**src/rtl/sys_bus_bridge.sv**
```systemverilog
// sys_bus_bridge: CPU-side system bridge between the M stage and data memory,
// NUM_DEV ready-handshaked peripherals and the interrupt-generator write port.
// Decodes the address, raises AdEL/AdES, and stalls the CPU while a device
// access is outstanding.
//
// Optional feature macro: BRIDGE_TIMEOUT_EN. When it is defined, a WAIT that
// lasts TIMEOUT cycles ends with a bus error. When it is undefined, WAIT
// leaves only on dev_ready.
//
// Ports:
//   clk, reset           clock, synchronous active-high reset
//   cpu_*                M-stage request (type/addr/wdata/byteen/exc_in) and
//                        response (rdata/stall/exc_out)
//   dm_*                 data-memory port, zero wait states
//   dev_*                registered device request, one-hot select, flat read
//                        bus, per-device ready and irq
//   ext_interrupt        external interrupt level
//   int_addr/int_byteen  interrupt-generator write port
//   hwint                {zero pad, ext_interrupt, dev_irq}
module sys_bus_bridge #(
    parameter int unsigned NUM_DEV    = 2,
    parameter logic [31:0] DM_TOP     = 32'h2FFF,
    parameter logic [31:0] DEV_BASE   = 32'h7F00,
    parameter logic [31:0] DEV_STRIDE = 32'h10,
    parameter logic [31:0] INT_ADDR   = 32'h7F20,
    parameter int unsigned TIMEOUT    = 15
) (
    input  logic                  clk,
    input  logic                  reset,
    input  logic [5:0]            cpu_type,
    input  logic [31:0]           cpu_addr,
    input  logic [31:0]           cpu_wdata,
    input  logic [3:0]            cpu_byteen,
    input  logic [4:0]            cpu_exc_in,
    output logic [31:0]           cpu_rdata,
    output logic                  cpu_stall,
    output logic [4:0]            cpu_exc_out,
    output logic [31:0]           dm_addr,
    output logic [31:0]           dm_wdata,
    output logic [3:0]            dm_byteen,
    input  logic [31:0]           dm_rdata,
    output logic [29:0]           dev_addr,
    output logic [31:0]           dev_wdata,
    output logic                  dev_we,
    output logic [NUM_DEV-1:0]    dev_sel,
    input  logic [32*NUM_DEV-1:0] dev_rdata,
    input  logic [NUM_DEV-1:0]    dev_ready,
    input  logic [NUM_DEV-1:0]    dev_irq,
    input  logic                  ext_interrupt,
    output logic [31:0]           int_addr,
    output logic [3:0]            int_byteen,
    output logic [5:0]            hwint
);

    localparam logic [5:0] OpLw = 6'h23, OpLh = 6'h21, OpLb = 6'h20;
    localparam logic [5:0] OpSw = 6'h2b, OpSh = 6'h29, OpSb = 6'h28;
    localparam logic [4:0] ExcAdEL = 5'd4, ExcAdES = 5'd5;

    typedef enum logic [1:0] {StIdle, StWait, StDone} state_e;

    state_e              state_q;
    logic [1:0]          idx_q;
    logic [31:0]         rdata_q;
    logic                bus_err_q;

    logic                is_load, is_store, is_dm, is_int, dev_hit, hit_count_reg, unmapped;
    logic [1:0]          hit_idx;
    logic [NUM_DEV-1:0]  hit_sel;
    logic                adel, ades, dev_issue, sel_ready;
    logic [31:0]         sel_rdata;

    // ---------------- Address / opcode decode ----------------
    always_comb begin
        dev_hit       = 1'b0;
        hit_idx       = '0;
        hit_sel       = '0;
        hit_count_reg = 1'b0;
        for (int i = 0; i < NUM_DEV; i++) begin
            if (cpu_addr >= DEV_BASE + DEV_STRIDE * 32'(i) &&
                cpu_addr <= DEV_BASE + DEV_STRIDE * 32'(i) + 32'd11) begin
                dev_hit       = 1'b1;
                hit_idx       = 2'(i);
                hit_sel       = '0;
                hit_sel[i]    = 1'b1;
                hit_count_reg = (cpu_addr == DEV_BASE + DEV_STRIDE * 32'(i) + 32'd8);
            end
        end
    end

    assign is_load  = (cpu_type == OpLw) || (cpu_type == OpLh) || (cpu_type == OpLb);
    assign is_store = (cpu_type == OpSw) || (cpu_type == OpSh) || (cpu_type == OpSb);
    assign is_dm    = (cpu_addr <= DM_TOP);
    assign is_int   = (cpu_addr >= INT_ADDR) && (cpu_addr <= INT_ADDR + 32'd3);
    assign unmapped = !(is_dm || is_int || dev_hit);

    assign adel = is_load && (((cpu_type == OpLw) && (cpu_addr[1:0] != 2'b00)) ||
                              ((cpu_type == OpLh) && cpu_addr[0]) ||
                              ((cpu_type != OpLw) && dev_hit) ||
                              unmapped);
    // The count register at device offset 8 is read-only for word stores.
    assign ades = is_store && (((cpu_type == OpSw) && (cpu_addr[1:0] != 2'b00)) ||
                               ((cpu_type == OpSh) && cpu_addr[0]) ||
                               ((cpu_type != OpSw) && dev_hit) ||
                               ((cpu_type == OpSw) && dev_hit && hit_count_reg) ||
                               unmapped);

    assign dev_issue = dev_hit && ((is_load && !adel) || (is_store && !ades));

    // Ready and read data of the device currently being waited on.
    always_comb begin
        sel_ready = 1'b0;
        sel_rdata = '0;
        for (int i = 0; i < NUM_DEV; i++) begin
            if (idx_q == 2'(i)) begin
                sel_ready = dev_ready[i];
                sel_rdata = dev_rdata[32*i +: 32];
            end
        end
    end

    // ---------------- Device access FSM ----------------
`ifdef BRIDGE_TIMEOUT_EN
    logic [3:0] cnt_q;
`else
    logic unused_timeout;
    assign unused_timeout = ^TIMEOUT;
`endif

    always_ff @(posedge clk) begin
        if (reset) begin
            state_q   <= StIdle;
            idx_q     <= '0;
            rdata_q   <= '0;
            bus_err_q <= 1'b0;
            dev_sel   <= '0;
            dev_we    <= 1'b0;
            dev_addr  <= '0;
            dev_wdata <= '0;
`ifdef BRIDGE_TIMEOUT_EN
            cnt_q     <= '0;
`endif
        end else begin
            case (state_q)
                StIdle: begin
                    if (dev_issue) begin
                        state_q   <= StWait;
                        idx_q     <= hit_idx;
                        dev_sel   <= hit_sel;
                        dev_we    <= is_store;
                        dev_addr  <= cpu_addr[31:2];
                        dev_wdata <= cpu_wdata;
                        rdata_q   <= '0;
                        bus_err_q <= 1'b0;
`ifdef BRIDGE_TIMEOUT_EN
                        cnt_q     <= '0;
`endif
                    end
                end
                StWait: begin
                    // Ready takes priority over an expiring timeout.
                    if (sel_ready) begin
                        rdata_q <= sel_rdata;
                        dev_sel <= '0;
                        state_q <= StDone;
                    end
`ifdef BRIDGE_TIMEOUT_EN
                    else if (cnt_q == 4'(TIMEOUT - 1)) begin
                        bus_err_q <= 1'b1;
                        dev_sel   <= '0;
                        state_q   <= StDone;
                    end else begin
                        cnt_q <= cnt_q + 4'd1;
                    end
`endif
                end
                StDone:  state_q <= StIdle;
                default: state_q <= StIdle;
            endcase
        end
    end

    // ---------------- CPU / DM / INT outputs ----------------
    assign dm_addr  = cpu_addr;
    assign dm_wdata = cpu_wdata;
    assign int_addr = cpu_addr;

    always_comb begin
        cpu_stall   = 1'b0;
        cpu_rdata   = '0;
        cpu_exc_out = cpu_exc_in;
        dm_byteen   = '0;
        int_byteen  = '0;
        unique case (state_q)
            StIdle: begin
                cpu_stall = dev_issue;
                if (adel)      cpu_exc_out = ExcAdEL;
                else if (ades) cpu_exc_out = ExcAdES;
                if (is_load && is_dm && !adel)   cpu_rdata  = dm_rdata;
                if (is_store && is_dm && !ades)  dm_byteen  = cpu_byteen;
                if (is_store && is_int && !ades) int_byteen = cpu_byteen;
            end
            StWait: cpu_stall = 1'b1;
            StDone: begin
                cpu_rdata = rdata_q;
                if (bus_err_q) cpu_exc_out = dev_we ? ExcAdES : ExcAdEL;
            end
            default: ;
        endcase
    end

    always_comb begin
        hwint                = '0;
        hwint[NUM_DEV-1:0]   = dev_irq;
        hwint[NUM_DEV]       = ext_interrupt;
    end

endmodule

```
**config.mk**
```make
export PLATFORM = sky130hd
export DESIGN_NAME = sys_bus_bridge
export DESIGN_NICKNAME = d
export VERILOG_FILES = /design/src/rtl/sys_bus_bridge.sv
export SDC_FILE = /design/constraint.sdc
export NUM_CORES = 1
export LEC_CHECK = 0
export BUFFER_PORTS_ARGS = -buffer_cell sky130_fd_sc_hd__buf_2
export CORE_AREA = 4 4 150 152
export DETAILED_ROUTE_END_ITERATION = 12
export DIE_AREA = 0 0 154 156
export SLEW_MARGIN = 20
export SYNTH_ARGS = -nofsm -noshare
export SYNTH_HDL_FRONTEND = slang
export SYNTH_SLANG_ARGS = --single-unit
```
**constraint.sdc**
```tcl
create_clock -name clk -period 4.6 [get_ports clk]
set_input_delay 0.92 -clock clk [delete_from_list [all_inputs] [get_ports clk]]
set_output_delay 0.92 -clock clk [all_outputs]
set_load 0.01 [all_outputs]
```
==> results.md <==
* Status: finished clean
* Most common cell in the netlist: buf_4
* Placed Cells at 1306
* Core Region at 21000 µm²
* Dpl hpwl at 16900 µm
* Final #Nets at 1224
* Share of cells above drive strength 1 at 0.413
* Synth top area cells: dfxtp_1 (31%), buf_4 (12%), a31oi_1 (6.9%)
* Chip Height at 156 µm
* Die W at 154 µm
* R2R depth at 6
* Critical-path top delay cell: or4_4
* CP Buf/Inv Count at 3
* Row cnt at 53
* Yosys warning count at 0
* Worst Setup SP: cpu_addr[18]
* Switching share of power at 0.275
* Clock transition at path regs at 0.08 ns
* Slowest stage delay, CP at 0.57 ns
* Avg WL per Cell at 18.1 µm
* Starting Density at 0.307
* FF-to-FF setup slack at 2.23 ns
* Max Fclk at 0.236 GHz
* Post-CTS Setup Bufs at 0
* CP max FO at 32
* Logic gate share of total power at 0.137
* DR iter-0 viols at 537
* Clock sink count at 100
* Vias in the first global route at 6304
* Post-Route Utilization at 0.383
* Async S/R FF share, synth at 0
* Maxcap violations at 0
* Port bufs at 385
* Post-cts resize count at 0
* GRT overflow at 0
* Clock group share of total power at 0.405
* Mean Syn Cell Area at 7.91 µm²
* Stages on the worst setup path at 9
* Worst R2R End: rdata_q[0]
* DRC errors left at 0
* Cell family contributing the most delay on the critical path: simple AND/OR/NAND/NOR gates
* Crit path cell chain: buf_2, nor4_1, nand4_1, or4_4, a2bb2oi_2, nor3_4, buf_4, a22o_1, buf_2
* Slew headroom at 0.324
* Minimum clock period at 4.24 ns
* Crit path capture type: output pin
* Worst endpoint data arrival time at 3.32 ns
* DRT Wirelength at 23900 µm
* Finished Layout Cells at 1322
* Total CTS buffers at 9
* Critical Path Sink: cpu_rdata[9]
* TNS Setup at 0 ns
* First-pass GRT wire length at 36100 µm
* # setup viols final at 0
* Net Switching at 549 µW
* CP Launch Type: input pin
* WS Path Type: in2out
* Avg Vias per Cell at 5.37
* Power Internal at 1.45 mW
* Worst vdd ir at 146 µV
* Sequential area share after synthesis at 0.310
* Setup ws final at 0.361 ns
* Final ANT Viol Nets at 0
* Clock skew at 0.00821 ns
* Tcrit/Tclk final at 0.922
* # IOs at 395
* Most used cell, CP: buf_2
* GRT Resource Usage Total at 0.184
* Initial antenna violation count at 2
* Die ar. at 24000 µm²
* Pin count of the biggest net entering global routing at 107
* Vias at 7093
* Place WS at 0.304 ns
* Synth Flop Type: dfxtp_1
* # diodes at 0
* Share of the synthesized area in the top cell type at 0.310
* Area grow syn2layout at 24.5%
* Syn Inst Count at 817
* CTS tree: built
* Hold Crit Class: reg2reg
* GPL Wtd Cong at 0.845
* Biggest area consumer among synthesized cells: dfxtp_1
* Pwr/cell area at 248 nW/µm²
* H-tree Lvls at 3
* Post-synthesis register bit count at 100
* Unrepaired setup endpoints after global routing: no
* Max Root-Sink Buffers at 2
* EDFF count, synth at 0
* DR pass1 iterations at 5
* CTS Root Cell: clkbuf_16
* Top cells by count, synth: buf_4 (102), dfxtp_1 (100), clkbuf_1 (74), nand3_1 (73), a31oi_1 (71)
* Worst slew pin tran at 1.01 ns
* Hold Vio Cnt, Final at 0
* Distinct cell type count after synthesis at 48
* Crit path required time at 3.68 ns
* Final Slew Violations at 0
* Worst r2r src: idx_q[0]
* Netlist Area Pre-Place at 6460 µm²
* Worst skew pair latency at 0.36 ns
* Cts hold-fix bufs at 0
* Overall power at 1.99 mW
* Static leakage at 3.53 nW
* Sequential share of power at 0.458
[area by class of cell]
type	instances	area, µm²
Fill cell	2203	13000
Sequential cell	100	2000
Clock inverter	7	81.3
Timing Repair Buffer	402	2050
Clock buffer	9	225
Multi-Input combinational cell	527	3330
Inverter	2	10.0
Tap cell	275	344
[worst reg2reg max path: stages (launching register included)]
cell	delay (ns)
dfxtp_2	0.34
mux2i_1	0.22
or2_2	0.78
buf_4	0.55
nor2_1	0.11
a31oi_1	0.16
a21oi_1	0.09
[power by group through the flow]
stage | registers (mW) | clock network, mW | logic [mW]
final | 0.914 | 0.807 | 0.274
after global routing | 0.917 | 0.877 | 0.301
after CTS | 0.914 | 0.842 | 0.275
after detailed placement | 0.935 | 0 | 0.274
after global placement | 0.935 | 0 | 0.270
after floorplan | 0.925 | 0 | 0.178
[worst min path at each step]
stage	start	end	slack (ns)	cells after the start
after floorplan	rdata_q[0]	rdata_q[0]	0.46	2
after global placement	dev_addr[8]	dev_addr[8]	0.44	1
after detailed placement	dev_addr[11]	dev_addr[11]	0.45	1
after CTS	dev_addr[12]	dev_addr[12]	0.47	1
after global routing	dev_addr[4]	dev_addr[4]	0.49	1
final	dev_addr[12]	dev_addr[12]	0.46	1
[metal layers]
layer | vias to the layer above | share of wire | GRT usage
li1 | 3439 | - | -
met1 | 3339 | 0.44 | 0.254
met2 | 287 | 0.47 | 0.290
met3 | 24 | 0.077 | 0.0466
met4 | 4 | 0.013 | 0.0404
met5 | - | 0.00088 | 0
[flip-flops by register name (all words and copies together), names as in the netlist]
| name | cells |
|---|---|
| dev_addr | 30 |
| dev_sel | 2 |
| dev_wdata | 32 |
| dev_we | 1 |
| idx_q | 1 |
| rdata_q | 32 |
| state_q | 2 |
[through the flow]
stage                     cell area (µm²)  hold slack, ns
after floorplan                      6470           0.460
after CTS                            8050           0.469
after global routing                 8050           0.491
final                                8050           0.463
after global placement               7740           0.443
after detailed placement             7740           0.448
[layout by cell type (no fill, tap or decap), types with 9 or more instances in the layout]
cell / count
nor3_1: 36
buf_4: 17
a31oi_1: 71
buf_2: 385
clkbuf_16: 9
mux2i_1: 33
and3_1: 28
a21oi_1: 36
o211ai_1: 35
dfxtp_1: 99
nand4_1: 69
nand3_1: 73
a22o_1: 32
nand2_1: 9
nor2_1: 41
[kinds of logic (layout without fill, tap and decap cells)]
group	count (synthesis)	in the layout	share of synthesized area
AND/OR/NAND/NOR	293	293	0.251
multiplexers	33	33	0.0511
other	1	3	0.000581
buffers and inverters	192	420	0.177
flip-flops	100	100	0.310
AO/OA/AOI/OAI	198	198	0.211
No activity file was read; power rests on OpenSTA's default activity.
